==> config.mk <==
export PLATFORM = sky130hd
export DESIGN_NAME = pipeline_debug_sequencer_flat
export DESIGN_NICKNAME = d
export VERILOG_FILES = /design/src/rtl/pipe_dbg_pkg.sv /design/src/rtl/pipeline_debug_sequencer_if.sv /design/src/rtl/dbg_byte_serializer.sv /design/src/rtl/pipeline_debug_sequencer.sv /design/src/flat_wrapper.sv
export SDC_FILE = /design/constraint.sdc
export NUM_CORES = 1
export LEC_CHECK = 0
export CAP_MARGIN = 10
export CORE_MARGIN = 2
export CORE_UTILIZATION = 45
export CTS_CLUSTER_DIAMETER = 30
export DETAILED_ROUTE_END_ITERATION = 10
export GPL_ROUTABILITY_DRIVEN = 0
export GPL_TIMING_DRIVEN = 0
export PLACE_DENSITY = 0.73
export SYNTH_ARGS = -nofsm -noshare
export SYNTH_HDL_FRONTEND = slang
export SYNTH_SLANG_ARGS = --single-unit
==> constraint.sdc <==
create_clock -name clk -period 2.8 [get_ports clk]
set_clock_uncertainty 0.2 [all_clocks]
set_input_delay 0.42 -clock clk [delete_from_list [all_inputs] [get_ports clk]]
set_output_delay 0.42 -clock clk [all_outputs]
set_load 0.05 [all_outputs]
==> src/rtl/pipe_dbg_pkg.sv <==
// Shared constants, state encoding and the command decoder for the pipeline debug sequencer.
package pipe_dbg_pkg;

  localparam logic [7:0] CMD_STEP  = 8'h73;
  localparam logic [7:0] CMD_RUN   = 8'h63;
  localparam logic [7:0] CMD_PAUSE = 8'h70;
  localparam logic [7:0] CMD_DUMP  = 8'h64;

  // ST_ECHO is only reachable when DBG_ECHO_EN is defined.
  typedef enum logic [1:0] {
    ST_IDLE = 2'd0,
    ST_ECHO = 2'd1,
    ST_STEP = 2'd2,
    ST_DUMP = 2'd3
  } state_t;

  typedef struct packed {
    state_t nxt;
    logic   set_run;
    logic   clr_run;
  } cmd_act_t;

  // IDX_W: width of the dump byte index for a given word count.
  function automatic int idx_w(input int num_words);
    return $clog2(num_words * 4);
  endfunction

  function automatic cmd_act_t decode_cmd(input logic [7:0] b);
    cmd_act_t a;
    a = '{nxt: ST_IDLE, set_run: 1'b0, clr_run: 1'b0};
    case (b)
      CMD_STEP:  begin a.nxt = ST_STEP; a.clr_run = 1'b1; end
      CMD_RUN:   a.set_run = 1'b1;
      CMD_PAUSE: a.clr_run = 1'b1;
      CMD_DUMP:  a.nxt = ST_DUMP;
      default:   ;
    endcase
    return a;
  endfunction

endpackage

==> src/rtl/pipeline_debug_sequencer_if.sv <==
// Bundle of command, FIFO, snapshot and pipeline-control signals around the debug sequencer.
// rx_data is valid only in the cycle rx_data_rdy=1; a push happens in any cycle with fifo_wr_en=1, which is never asserted while fifo_full=1.
interface pipeline_debug_sequencer_if #(parameter int NUM_WORDS = 8);
  import pipe_dbg_pkg::*;

  logic [7:0]              rx_data;
  logic                    rx_data_rdy;
  logic                    fifo_full;
  logic                    fifo_wr_en;
  logic [7:0]              fifo_din;
  logic [NUM_WORDS*32-1:0] snapshot;
  logic                    pipe_clk_en;
  logic                    running;
  logic                    busy;
  state_t                  dbg_state;

  modport slave (
    input  rx_data, rx_data_rdy, fifo_full, snapshot,
    output fifo_wr_en, fifo_din, pipe_clk_en, running, busy, dbg_state
  );

  modport master (
    output rx_data, rx_data_rdy, fifo_full, snapshot,
    input  fifo_wr_en, fifo_din, pipe_clk_en, running, busy, dbg_state
  );
endinterface

==> src/rtl/dbg_byte_serializer.sv <==
// Shadow copy of the snapshot plus byte index; presents word 0 first, each word MSB byte first.
module dbg_byte_serializer
  import pipe_dbg_pkg::*;
#(
  parameter int NUM_WORDS = 8
) (
  input  logic                    clk,
  input  logic                    rst,
  input  logic                    i_load,
  input  logic                    i_advance,
  input  logic [NUM_WORDS*32-1:0] i_snapshot,
  output logic [7:0]              o_byte,
  output logic                    o_last
);
  localparam int NBYTES = NUM_WORDS * 4;
  localparam int IDX_W  = idx_w(NUM_WORDS);

  logic [NUM_WORDS*32-1:0] r_shadow;
  logic [IDX_W-1:0]        r_idx;
  logic [7:0]              w_bytes [NBYTES];

  for (genvar gb = 0; gb < NBYTES; gb++) begin : g_bytes
    assign w_bytes[gb] = r_shadow[32*(gb/4) + 31 - 8*(gb%4) -: 8];
  end

  assign o_byte = w_bytes[r_idx];
  assign o_last = (r_idx == IDX_W'(NBYTES - 1));

  // Index wraps to 0 on the final byte so the next dump starts clean.
  always_ff @(posedge clk) begin
    if (rst) begin
      r_shadow <= '0;
      r_idx    <= '0;
    end else if (i_load) begin
      r_shadow <= i_snapshot;
      r_idx    <= '0;
    end else if (i_advance) begin
      r_idx <= o_last ? '0 : r_idx + IDX_W'(1);
    end
  end

endmodule

==> src/rtl/pipeline_debug_sequencer.sv <==
// Run/step/dump controller: decodes UART command bytes, gates the pipeline clock enable and
// serialises a latched snapshot into the tx FIFO. Optional feature macro: DBG_ECHO_EN (echo every command byte).
module pipeline_debug_sequencer
  import pipe_dbg_pkg::*;
#(
  parameter int NUM_WORDS = 8
) (
  input  logic                         clk,
  input  logic                         rst,
  pipeline_debug_sequencer_if.slave    bus
);
  state_t     r_state, w_state_next;
  logic       r_running, w_running_next;
  logic       w_load, w_advance, w_take;
  logic       w_wr_en;
  logic [7:0] w_din, w_byte, w_cmd_byte;
  logic       w_last;
  cmd_act_t   w_act;

`ifdef DBG_ECHO_EN
  logic [7:0] r_cmd;

  always_ff @(posedge clk) begin
    if (rst) r_cmd <= 8'h00;
    else if (r_state == ST_IDLE && bus.rx_data_rdy) r_cmd <= bus.rx_data;
  end

  // The command acts once its echo has been pushed.
  assign w_cmd_byte = r_cmd;
  assign w_take     = (r_state == ST_ECHO) && !bus.fifo_full;
`else
  assign w_cmd_byte = bus.rx_data;
  assign w_take     = (r_state == ST_IDLE) && bus.rx_data_rdy;
`endif

  assign w_act = decode_cmd(w_cmd_byte);

  always_ff @(posedge clk) begin
    if (rst) begin
      r_state   <= ST_IDLE;
      r_running <= 1'b0;
    end else begin
      r_state   <= w_state_next;
      r_running <= w_running_next;
    end
  end

  always_comb begin
    w_state_next   = r_state;
    w_running_next = r_running;
    w_load         = 1'b0;
    w_advance      = 1'b0;
    w_wr_en        = 1'b0;
    w_din          = 8'h00;
    case (r_state)
      ST_IDLE: begin
`ifdef DBG_ECHO_EN
        if (bus.rx_data_rdy) w_state_next = ST_ECHO;
`endif
      end
`ifdef DBG_ECHO_EN
      ST_ECHO: begin
        w_din = r_cmd;
        if (!bus.fifo_full) w_wr_en = 1'b1;
      end
`endif
      ST_STEP: w_state_next = ST_IDLE;
      ST_DUMP: begin
        w_din = w_byte;
        if (!bus.fifo_full) begin
          w_wr_en   = 1'b1;
          w_advance = 1'b1;
          if (w_last) w_state_next = ST_IDLE;
        end
      end
      default: w_state_next = ST_IDLE;
    endcase
    if (w_take) begin
      w_state_next = w_act.nxt;
      w_load       = (w_act.nxt == ST_DUMP);
      if (w_act.set_run) w_running_next = 1'b1;
      if (w_act.clr_run) w_running_next = 1'b0;
    end
  end

  dbg_byte_serializer #(.NUM_WORDS(NUM_WORDS)) u_ser (
    .clk        (clk),
    .rst        (rst),
    .i_load     (w_load),
    .i_advance  (w_advance),
    .i_snapshot (bus.snapshot),
    .o_byte     (w_byte),
    .o_last     (w_last)
  );

  // Free-run is frozen (not cleared) while busy, so it resumes after a dump.
  assign bus.pipe_clk_en = (r_running && r_state == ST_IDLE) || (r_state == ST_STEP);
  assign bus.running     = r_running;
  assign bus.busy        = (r_state != ST_IDLE);
  assign bus.fifo_wr_en  = w_wr_en;
  assign bus.fifo_din    = w_din;
  assign bus.dbg_state   = r_state;

endmodule
==> src/flat_wrapper.sv <==
// flat-port wrapper written by rule: the top's interface ports become plain ports
module pipeline_debug_sequencer_flat import pipe_dbg_pkg::*;
#(
  parameter int NUM_WORDS = 8
)
  (clk, rst, bus_rx_data, bus_rx_data_rdy, bus_fifo_full, bus_snapshot, bus_fifo_wr_en, bus_fifo_din, bus_pipe_clk_en, bus_running, bus_busy, bus_dbg_state);
  pipeline_debug_sequencer_if #(.NUM_WORDS(NUM_WORDS)) bus_i ();
  input  logic clk;
  input  logic rst;
  input wire logic [$bits(bus_i.rx_data)-1:0] bus_rx_data;
  input wire logic [$bits(bus_i.rx_data_rdy)-1:0] bus_rx_data_rdy;
  input wire logic [$bits(bus_i.fifo_full)-1:0] bus_fifo_full;
  input wire logic [$bits(bus_i.snapshot)-1:0] bus_snapshot;
  output wire logic [$bits(bus_i.fifo_wr_en)-1:0] bus_fifo_wr_en;
  output wire logic [$bits(bus_i.fifo_din)-1:0] bus_fifo_din;
  output wire logic [$bits(bus_i.pipe_clk_en)-1:0] bus_pipe_clk_en;
  output wire logic [$bits(bus_i.running)-1:0] bus_running;
  output wire logic [$bits(bus_i.busy)-1:0] bus_busy;
  output wire logic [$bits(bus_i.dbg_state)-1:0] bus_dbg_state;
  assign bus_i.rx_data = bus_rx_data;
  assign bus_i.rx_data_rdy = bus_rx_data_rdy;
  assign bus_i.fifo_full = bus_fifo_full;
  assign bus_i.snapshot = bus_snapshot;
  assign bus_fifo_wr_en = bus_i.fifo_wr_en;
  assign bus_fifo_din = bus_i.fifo_din;
  assign bus_pipe_clk_en = bus_i.pipe_clk_en;
  assign bus_running = bus_i.running;
  assign bus_busy = bus_i.busy;
  assign bus_dbg_state = bus_i.dbg_state;
  pipeline_debug_sequencer #(.NUM_WORDS(NUM_WORDS)) u_core (.clk(clk), .rst(rst), .bus(bus_i));
endmodule
==> impl_summary.md, run 1 <==
Final layout
Counting the fill cells in the layout gives approximately 1.9k. At the end of the flow, the number of nets in the layout was ~1.9k. The signed area change from the synthesized netlist to the final layout is 49.9%. Measured on the finished design, the core utilization comes to around two thirds.

The fraction of final layout cells sized beyond drive strength 1 is 16.6%. The filler-free cell count of the finished design is about 2.1k. The library cells used most frequently in the layout, excluding fill and tap cells, are 514 x nand2_1, 271 x clkdlybuf4s50_1, 262 x dfxtp_1. The leading cell type in the layout, fill and taps excluded is nand2_1. The finished layout cell area is around 0.017 sq mm.

STA
At the pin with the least slew margin, the transition time is 628 ps. The worst pin sits at a relative slew slack of 58.2%. The number of setup violations in the final report is 8. The number of endpoints with negative hold slack in the final report came to 0. The count of pins over their slew limit was 0. The maximum frequency from static timing analysis is 0.315 GHz. The slack of the critical path is -375 ps.

Dividing the final minimum period by the clock period gives 113%. Setup repair after global routing could not meet its margin everywhere. The shortest clock period the worst path allows after layout is between 3000 and 4000 ps.

Place
The worst slack at placement is -1030 ps. The final HPWL from detailed placement is 28.9 mm. During placement, the flow inserted port buffers numbering 280. The post-place instance area is 0.0146 sq mm. The number of placed instances, taps included, is 1941.

Synthesis
For this run, the leading register cell type out of synthesis is dfxtp_1. After synthesis, flip-flops and latches occupy a little under half of the total area. When the netlist entered floorplanning its net count stood at between 1.5k and 2k.

The total of flip-flops plus latches after synthesis is between 200 and 300. The count of flip-flops with a built-in enable after synthesis is 0. The average cell area after synthesis is around 8.5 sq um.

In this run, distinct cell masters in the synthesized netlist total 41. The Yosys warning count is 0. In the synthesized netlist, the number of instances is around 1.3k. The post-synthesis async set-or-reset flop share is 0%. The area of the mapped netlist is approximately 0.011 sq mm.

Worst setup path
The endpoint of the worst register-to-register path is u_core.u_ser.r_shadow[93]. The worst setup path is captured at an output pin. Data on the critical path is required at its endpoint by 2180 ps. The arrival time of the worst setup path is 2560 ps. Walking the worst path, the cells encountered are buf_8, buf_12, buf_12, buf_12, mux4_2, a22oi_2, a211oi_2, buf_6.

The highest-delay cell along the critical path is mux4_2. The reg2reg setup slack is approximately 280 ps. The reg-to-reg critical path startpoint is u_core.bus.dbg_state[0]. The biggest fanout along the worst timing path is 7. The number of cells on the worst reg-to-reg path is 7. The most numerous cell type found on the critical path is buf_12.

The critical path is of the flop to output pin type. The delay contributed by the slowest stage of the critical path is ~540 ps. STA classifies the critical path startpoint as a flop.

Routing
Across all layers, the routed design uses about 11k vias. In this run the remaining antenna-violating nets after routing total 0. In the routed design, unresolved DRC markers number 0.

The total routed wirelength is a little under 40 mm. After detailed routing, the average wire length per cell comes to between 15 and 20 microns. The number of search-and-repair iterations in the first detailed-routing pass is 6. The detail-routed via count per cell is around 5.4. The number of design-rule violations left by the first detailed-router iteration is between 800 and 900.

Clocking
The root buffer cell chosen for the clock tree is clkbuf_16. The count of H-tree levels built during CTS is 2. For the worst-skew pair, the clock arrives at the later sink with an insertion delay of ~550 ps. The clock buffer count from CTS is 51. The maximum buffer depth of the clock tree is 3.

The number of clock sinks is 264. The CTS tree is done. The CTS clock-pin slew for the worst setup and hold paths is around 50 ps.

After clock tree synthesis, the flow added hold-fix buffers numbering 0.

Global route
The global route total overflow is 0. For this run, the total global-route usage over all layers was measured as 28.9%. The initial antenna violation count is 1. The pin count of the biggest net entering global routing is 13.

The first global-routing pass estimated roughly 60 mm of wire. The via count of the first global-routing pass is roughly 11k.

Min path
The path with the worst hold slack has its endpoint at u_core.u_ser.r_shadow[191]. The worst min-delay path class is input pin to flop. The startpoint of the tightest hold check path is bus_snapshot[191]. The worst hold path stage count is 3.

Die
In this run the count of I/O pins placed on the die edge is 282. The initial cell density of the core is between 40 and 50%. Row generation in the floorplan step produced 58 rows. The area enclosed by the die boundary is roughly 0.027 sq mm.

The floorplan step defined a core boundary enclosing around 0.025 sq mm. Measured along the y axis, the die boundary spans 163 microns. The die is roughly 160 microns wide.

Outcome
The final reports fail on negative setup slack. The run finished, with violations left.

Power
The total chip power is around 11 mW. The power per cell area is roughly 620 mW/mm^2. For this design the static power due to leakage is ~5.7 nW.

The worst-case IR drop observed on VDD is 0.000424 V.

Flow run
The max-capacitance violation count is 0.
[per-layer routing]
metal	up-vias	routed length (microns)	track usage, %
met5	-	0	0
met3	128	3070	7.06
li1	5251	-	-
met1	5188	15500	33.4
met4	0	2040	15.6
met2	517	19000	49.5
[synth_stat cells, types with 3 or more instances]
cell type	number	area, sq um
a2111oi_0	3	26.3
a2111oi_1	4	40.0
a211oi_1	9	67.6
a21oi_1	267	1340
a22o_1	7	61.3
a22oi_1	7	52.6
buf_2	24	120
buf_4	24	180
buf_6	25	282
clkbuf_1	37	139
dfxtp_1	264	5290
mux2i_1	38	380
mux4_2	48	1080
nand2_1	514	1930
nand3b_1	3	22.5
nor2_1	7	26.3
nor3_1	6	30.0
o221ai_1	7	61.3
o22ai_1	8	50.1
[through the flow]
step,hold slack (ps),TNS (ps)
6_report,227,-2480
5_1_grt,240,-2890
4_1_cts,206,-2470
3_5_place_dp,246,-32870
3_3_place_gp,239,-24740
2_1_floorplan,233,0
[layout make-up]
cell class / count / area, sq um / area share (%)
tap: 330 / 413 / 2.42
inverter: 2 / 7.51 / 0.0440
multi-input combinational: 953 / 5710 / 33.5
clock buffer: 74 / 1510 / 8.82
clock inverter: 20 / 298 / 1.75
antenna: 1 / 2.50 / 0.0147
buffer: 112 / 890 / 5.21
sequential: 264 / 5290 / 31.0
timing repair buffer: 294 / 2950 / 17.3
[worst max path at each step]
stage,from,to,slack [ps],cells past startpoint
floorplan,u_core.u_ser.r_idx[2],bus_fifo_din[0],160,7
global placement,u_core.u_ser.r_idx[0],bus_fifo_din[7],-970,8
detailed placement,u_core.u_ser.r_idx[0],bus_fifo_din[7],-1030,8
CTS,u_core.u_ser.r_idx[2],bus_fifo_din[7],-350,7
global route,u_core.u_ser.r_idx[3],bus_fifo_din[4],-390,7
finish,u_core.u_ser.r_idx[2],bus_fifo_din[1],-380,8
[critical path: cells and delay by family (launching register included)]
kind,cells,cell delay [ps]
AO/OA/AOI/OAI,2,460
multiplexers,1,540
flip-flops,1,330
buffers and inverters,5,680
[what timing repair did]
| action | CTS | global route |
|---|---|---|
| gates cloned | 1 | 0 |
| pin swaps | 18 | 5 |
| setup buffers | 10 | 4 |
| resized for setup | 155 | 13 |
| endpoints found under the setup margin | 9 | 8 |
[registers in the layout (all words and copies together), names as in the netlist]
register / flops
u_core.u_ser.r_idx: 5
u_core.bus.dbg_state: 2
u_core.u_ser.r_shadow: 256
u_core.bus.running: 1
[report_power, final]
part           internal (mW)  leakage, nW  switching (mW)
registers               3.77         2.13         0.00282
clock network           4.35        0.866            1.98
logic                  0.345         2.73           0.152
[kinds of logic (layout without fill, tap and decap cells)]
group	Yosys count	count (layout)	share of synthesized area [%]
compound gates	320	320	15.4
fa+ha+maj	2	2	0.220
other cells	0	1	0
buf+inv	114	502	6.47
xor+xnor	1	1	0.0770
flops	264	264	46.4
simple gates	544	544	18.5
mux	86	86	12.8
Power figures use the tool's default switching activity.
==> run 2, diff against run 1 <==
ABC_CLOCK_PERIOD_IN_PS = 4000   (was not set)
CORE_UTILIZATION = 53   (was 45)
PLACE_DENSITY = 0.84   (was 0.73)
clock period = 4 ns   (was 2.8 ns; I/O delays follow)
==> run 2 against run 1 <==
- final cell count shrank 3.9%
- critical endpoint is now bus_fifo_din[7]
- first-iteration DRC count grew 15%
- register-to-register slack gained 1200 ps
- power shrank 34%
- core utilization grew 8.9 points
- sequential share of layout area grew 1.6 points
- design area shrank 5.0%
- the flow now finishes without violations
==> impl_summary.md, run 2 (synthesized netlist as in run 1, its figures left out) <==
STA
The worst hold slack after final layout is 252 ps (+25.6 ps). Based on the critical path, the design can be clocked at up to 0.254 GHz. The number of setup violations in the final report is 0 (-8).

The count of pins over their slew limit is 0 (unchanged). Setup repair after global routing left no endpoint under its margin. The remaining max-slew budget at the tightest pin was 53.3% (-4.8 points). The number of endpoints with negative hold slack in the final report is 0 (unchanged). The slack of the critical path is 69.0 ps (+444 ps).

The smallest clock period supported by the final layout is computed as 3930 ps. The transition at the pin with the smallest max-transition slack was 700 ps (+72.5 ps). The post-route fraction of the period consumed by the critical path is between 90% and 100%.

Global route
The pin count of the biggest net entering global routing is 14 (+1). The first-pass GRT wire length is 58.3 mm (-0.69%). The via count of the first global-routing pass came to 11.5k (+2.8%). The initial antenna violation count is 0 (-1). The total routing usage reported by global routing is 33.5% (+4.5 points). The global route total overflow is 0 (unchanged).

Final layout
The post-layout utilization of the core came to 77.1% (+8.9 points). The finished layout cell area was 0.0162 sq mm (-5.0%). The filler-free cell count of the finished design came to 1970 (-3.9%). The number of antenna repair diodes is 0 (-1). The layout net count is 1928 (-1.0%). The count of filler cells inserted in the layout is 1418 (-27%). The register bank with the most flops is u_core.u_ser.r_shadow.

The leading cell type in the layout, fill and taps excluded is nand2_1. Leaving out fill and tap cells, the most frequent cells in the layout are 514 x nand2_1, 272 x clkdlybuf4s50_1, 267 x a21oi_1. The number of flip-flops in the largest register is 256 (unchanged). The fraction of final layout cells sized beyond drive strength 1 was 13.2% (-3.4 points). The area growth from synthesis to layout is 42.4%.

Worst setup path
The delay contributed by the slowest stage of the critical path is 440 ps (-100 ps). The endpoint required time on the critical path is 3200 ps (+1020 ps). The biggest fanout along the worst timing path is 10 (+3).

The type of origin of the critical path is a flop. The cell count of the worst reg-to-reg path is 7 (unchanged). The arrival time of the worst setup path is 3130 ps (+570 ps). The worst setup path is captured at an output pin. Traced cell by cell, the critical path runs through buf_2, buf_6, nand3b_1, clkbuf_2, o221ai_1, a21oi_1, a211oi_1, clkdlybuf4s15_2.

The highest-delay cell along the critical path is clkdlybuf4s15_2. The critical path is of the flop to output pin type.

Routing
The count of nets left with antenna violations after detail routing is 0 (unchanged). The remaining routing DRC violations came to 0 (unchanged). The routed wire length per instance is 19.9 microns (+3.2%). The number of search-and-repair iterations in the first detailed-routing pass is 5 (-1). The number of design-rule violations left by the first detailed-router iteration is 925 (+15%).

The total routed wirelength is 39.2 mm (-0.86%). The total number of vias was 11.4k (+2.6%). The detail-routed via count per cell is 5.77 (+6.8%).

Clocking
The clock latency of the later-clocked register in the worst-skew pair is 530 ps (-20 ps). The count of H-tree levels built during CTS is 2 (unchanged). The CTS clock-pin slew for the worst setup and hold paths came to 50 ps (about the same). The clock buffer count from CTS is 45 (-12%).

The maximum buffer depth of the clock tree is 3 (unchanged). CTS placed an instance of clkbuf_16 at the clock tree root. The hold-fix buffer count after cts is 0 (unchanged).

TritonCTS built the clock tree. The number of buffers added for setup after CTS is 0 (-10). The number of clock sinks is 264 (unchanged).

Power
The maximum resistive drop on vdd is 0.000317 V (-25%). The reported leakage power is 5.46 nW (-4.6%). The power per cell area was 434 mW/mm^2 (-30%).

Place
The cell count after placement came to 1886 (-2.8%). The post-place instance area came to 0.0145 sq mm (-0.71%). The final HPWL from detailed placement was 27.6 mm (-4.7%). The worst slack at placement is -55.3 ps (+979 ps). The number of port buffers is 280 (unchanged).

Flow run
The max-capacitance violation count is 0 (unchanged).

Die
The area of the core was 0.0210 sq mm (-16%). The number of rows created at floorplan is 53 (-8.6%). The area enclosed by the die boundary is 0.0227 sq mm (-15%). The initial cell density of the core is 54.1% (+8.7 points). The die extent in x is 151 microns (-7.7%). The height of the die came to 151 microns (-7.7%). The top-level port count is 282 (unchanged).

Outcome
The flow ran to the end, and the final reports show no timing, DRC or antenna violations.

Min path
The worst min-delay path class is flop to flop. The worst hold path stage count was 2 (-1).
[run 2: worst paths after layout]
| path | start | to | slack (ps) |
|---|---|---|---|
| max reg2reg | u_core.u_ser.r_idx[2] | u_core.u_ser.r_idx[2] | 1470 |
| min | u_core.u_ser.r_shadow[13] | u_core.u_ser.r_shadow[13] | 250 |
| min reg2reg | u_core.u_ser.r_shadow[13] | u_core.u_ser.r_shadow[13] | 250 |
| max | u_core.u_ser.r_idx[2] | bus_fifo_din[7] | 70 |
[run 2: stage by stage]
stage | setup TNS (ps) | power, mW
3_5_place_dp | -128 | 3.03
6_report | 0 | 7.03
2_1_floorplan | 0 | 2.74
5_1_grt | 0 | 7.17
4_1_cts | -15.5 | 7.03
3_3_place_gp | -143 | 3.03
[run 2: area by class of cell]
type	instances	area, sq um	area share (%)
multi-input cells	953	5410	33.4
flip-flops and latches	264	5290	32.6
clock inverters	28	358	2.21
plain buffers	112	744	4.59
inverters	2	7.51	0.0463
clock buffers	56	1260	7.78
well taps	275	344	2.12
repair buffers	280	2790	17.2
[run 2: critical path: cells and delay by family (launching register included)]
kind | cells | cell delay [ps]
compound gates | 3 | 850
simple gates | 1 | 240
buf+inv | 4 | 1200
flops | 1 | 310
[run 2: report_power, final]
group	leakage (nW)	total (mW)	internal [mW]	switching, mW
Sequential	2.13	2.64	2.64	0.00196
Combinational	2.55	0.349	0.241	0.108
Clock	0.791	4.04	2.65	1.39
[run 2: layer usage]
metal / up-vias / track usage (%) / share of wire [%]
met2: 640 / 58.0 / 49
li1: 5209 / - / -
met3: 127 / 7.15 / 9.1
met4: 0 / 14.1 / 3.8
met5: - / 0 / 0
met1: 5396 / 40.2 / 38
[run 2: repair_timing]
action | 4_1_cts | 5_1_grt
pin swaps | 0 | 0
resized for setup | 33 | 22
setup endpoints to repair | 8 | 7
==> run 3, diff against run 2 <==
RECOVER_POWER = 100   (was not set)
==> run 3 against run 2 <==
- non-clock buffer count did not move
- final cell count is the same
- sequential share of layout area grew 0.18 points
- largest power group unchanged
==> impl_summary.md, run 3 (synthesized netlist as in run 1, its figures left out) <==
Min path
In this run the most critical hold path is launched from u_core.u_ser.r_shadow[13]. The path class of the tightest hold or removal check is flop to flop.

Final layout
The register bank with the most flops is u_core.u_ser.r_shadow. The number of flip-flops in the largest register came to 256 (unchanged). The signed area change from the synthesized netlist to the final layout is 41.6%. The number of antenna repair diodes came to 0 (unchanged). The finished layout cell area is 0.0161 sq mm (-0.54%). The layout net count is 1928 (unchanged). The leading cell type in the layout, fill and taps excluded is nand2_1. The library cells used most frequently in the layout, excluding fill and tap cells, are 514 x nand2_1, 267 x a21oi_1, 264 x clkdlybuf4s50_1, 264 x dfxtp_1, 68 x clkbuf_1.

The filler-free cell count of the finished design is 1970 (unchanged). The fraction of final layout cells sized beyond drive strength 1 is 11.5% (-1.7 points).

Routing
The detail-routed via count per cell is 5.77 (about the same). The number of design-rule violations left by the first detailed-router iteration is 1017 (+9.9%). The count of nets left with antenna violations after detail routing is 0 (unchanged).

The remaining routing DRC violations was 0 (unchanged). The total number of vias is 11.4k (-0.053%). The number of search-and-repair iterations in the first detailed-routing pass is 5 (unchanged).

The routed wire length per instance is 19.9 microns (about the same). The total routed wirelength is 39.2 mm (about the same).

Die
The height of the die was 151 microns (unchanged). The area of the core is 0.0210 sq mm (unchanged). The top-level port count is 282 (unchanged). The area enclosed by the die boundary is 0.0227 sq mm (unchanged). The die extent in x is 151 microns (unchanged).

The number of rows created at floorplan is 53 (unchanged). The initial cell density of the core was 54.1% (unchanged).

Clocking
The number of buffers added for setup after CTS is 0 (unchanged). The maximum buffer depth of the clock tree is 3 (unchanged). The count of H-tree levels built during CTS is 2 (unchanged). The CTS clock-pin slew for the worst setup and hold paths came to 50 ps (about the same). The clock latency of the later-clocked register in the worst-skew pair is 530 ps (about the same). The clock buffer count from CTS is 45 (unchanged). The cell sitting at the root of the clock tree is a clkbuf_16. The CTS tree is done. The number of clock sinks was 264 (unchanged).

Worst setup path
The arrival time of the worst setup path is 3130 ps (about the same). The endpoint required time on the critical path is 3200 ps (about the same). In this run the worst setup path begins at u_core.u_ser.r_idx[0].

The reg-to-reg critical path startpoint is u_core.bus.dbg_state[0]. The capturing element type of the critical path is an output pin. STA classifies the critical path startpoint as a flop. The worst setup path is of the flop to output pin kind. The biggest fanout along the worst timing path is 10 (unchanged).

STA
The maximum frequency from static timing analysis came to 0.254 GHz (about the same). The number of endpoints with negative hold slack in the final report is 0 (unchanged). The remaining max-slew budget at the tightest pin is 51.2% (-2.2 points). The shortest clock period the worst path allows after layout is 3930 ps (-0.837 ps). The transition at the pin with the smallest max-transition slack is 732 ps (+32.4 ps). The number of setup violations in the final report is 0 (unchanged). The post-route fraction of the period consumed by the critical path is 98.3% (about the same). The count of pins over their slew limit is 0 (unchanged). Setup repair after global routing left no endpoint under its margin. The worst hold slack after final layout is 252 ps (-0.107 ps).

Power
The total chip power is 7.03 mW (about the same). The power per cell area is 436 mW/mm^2 (+0.54%). The reported leakage power is 5.36 nW (-1.9%). The maximum resistive drop on vdd came to 0.000316 V (about the same).

Global route
The total routing usage reported by global routing came to 33.5% (unchanged). The via count of the first global-routing pass is 11.5k (unchanged). The initial antenna violation count is 0 (unchanged). The global route total overflow was 0 (unchanged). The pin count of the biggest net entering global routing is 14 (unchanged).

The first-pass GRT wire length is 58.3 mm (unchanged).

Place
The cell count after placement is 1886 (unchanged). The final HPWL from detailed placement was 27.6 mm (unchanged). The number of port buffers was 280 (unchanged). The post-place instance area is 0.0145 sq mm (unchanged).

Flow run
The max-capacitance violation count came to 0 (unchanged).

Outcome
The flow ran to the end, and the final reports show no timing, DRC or antenna violations.
==> run 3: cell types whose count changed in the layout (fill, tap and decap cells not counted), sizes merged <==
cell and change:
buf -32, clkdlybuf4s50 -8, clkbuf +32, dlygate4sd3 +8
==> run 3: final timing paths <==
check             slack, ps                   endpoint  cells after the start
setup / recovery         70            bus_fifo_din[3]                      8
hold / removal          250  u_core.u_ser.r_shadow[13]                      2
setup reg to reg        790  u_core.u_ser.r_shadow[32]                      7
hold reg to reg         250  u_core.u_ser.r_shadow[13]                      2
==> run 3: what timing repair did <==
action / in CTS / in global routing
pin swaps: 0 / 0
hold endpoints to repair: 0 / 0
gates resized for setup: 33 / 22
endpoints found under the setup margin: 8 / 7
hold buffers: 0 / 0
==> run 3: area by class of cell <==
cell class,instances,area (sq um)
tap,275,344
multi-input combinational,953,5410
timing repair buffer,280,2790
clock inverter,28,358
clock buffer,56,1260
sequential,264,5290
inverter,2,7.51
fill,1453,4900
buffer,112,658
==> run 3: metal layers <==
metal	GRT usage, %	vias to the layer above	wire [microns]
li1	-	5204	-
met1	40.2	5371	15000
met2	58.0	660	19100
met3	7.15	131	3570
met4	14.1	0	1560
met5	0	-	0
==> run 3: worst max-delay path: stages (launching register included) <==
cell and delay, ps:
dfxtp_1 340, buf_4 220, buf_4 290, buf_4 270, mux2i_1 320, o22ai_1 150
a2111oi_2 520, a211oi_2 110, clkdlybuf4s15_2 370
==> run 3: power by group <==
group          internal, mW  switching (mW)
registers              2.64         0.00195
logic                 0.240           0.108
clock network          2.65            1.39
total                  5.53            1.50
==> run 3: through the flow <==
step	utilization (%)	setup WS [ps]	TNS [ps]
2_1_floorplan	-	713	0
6_report	76.7	69.8	0
3_3_place_gp	69.1	-80.5	-143
4_1_cts	76.9	-15.5	-15.5
3_5_place_dp	69.1	-55.3	-128
5_1_grt	76.7	22.2	0
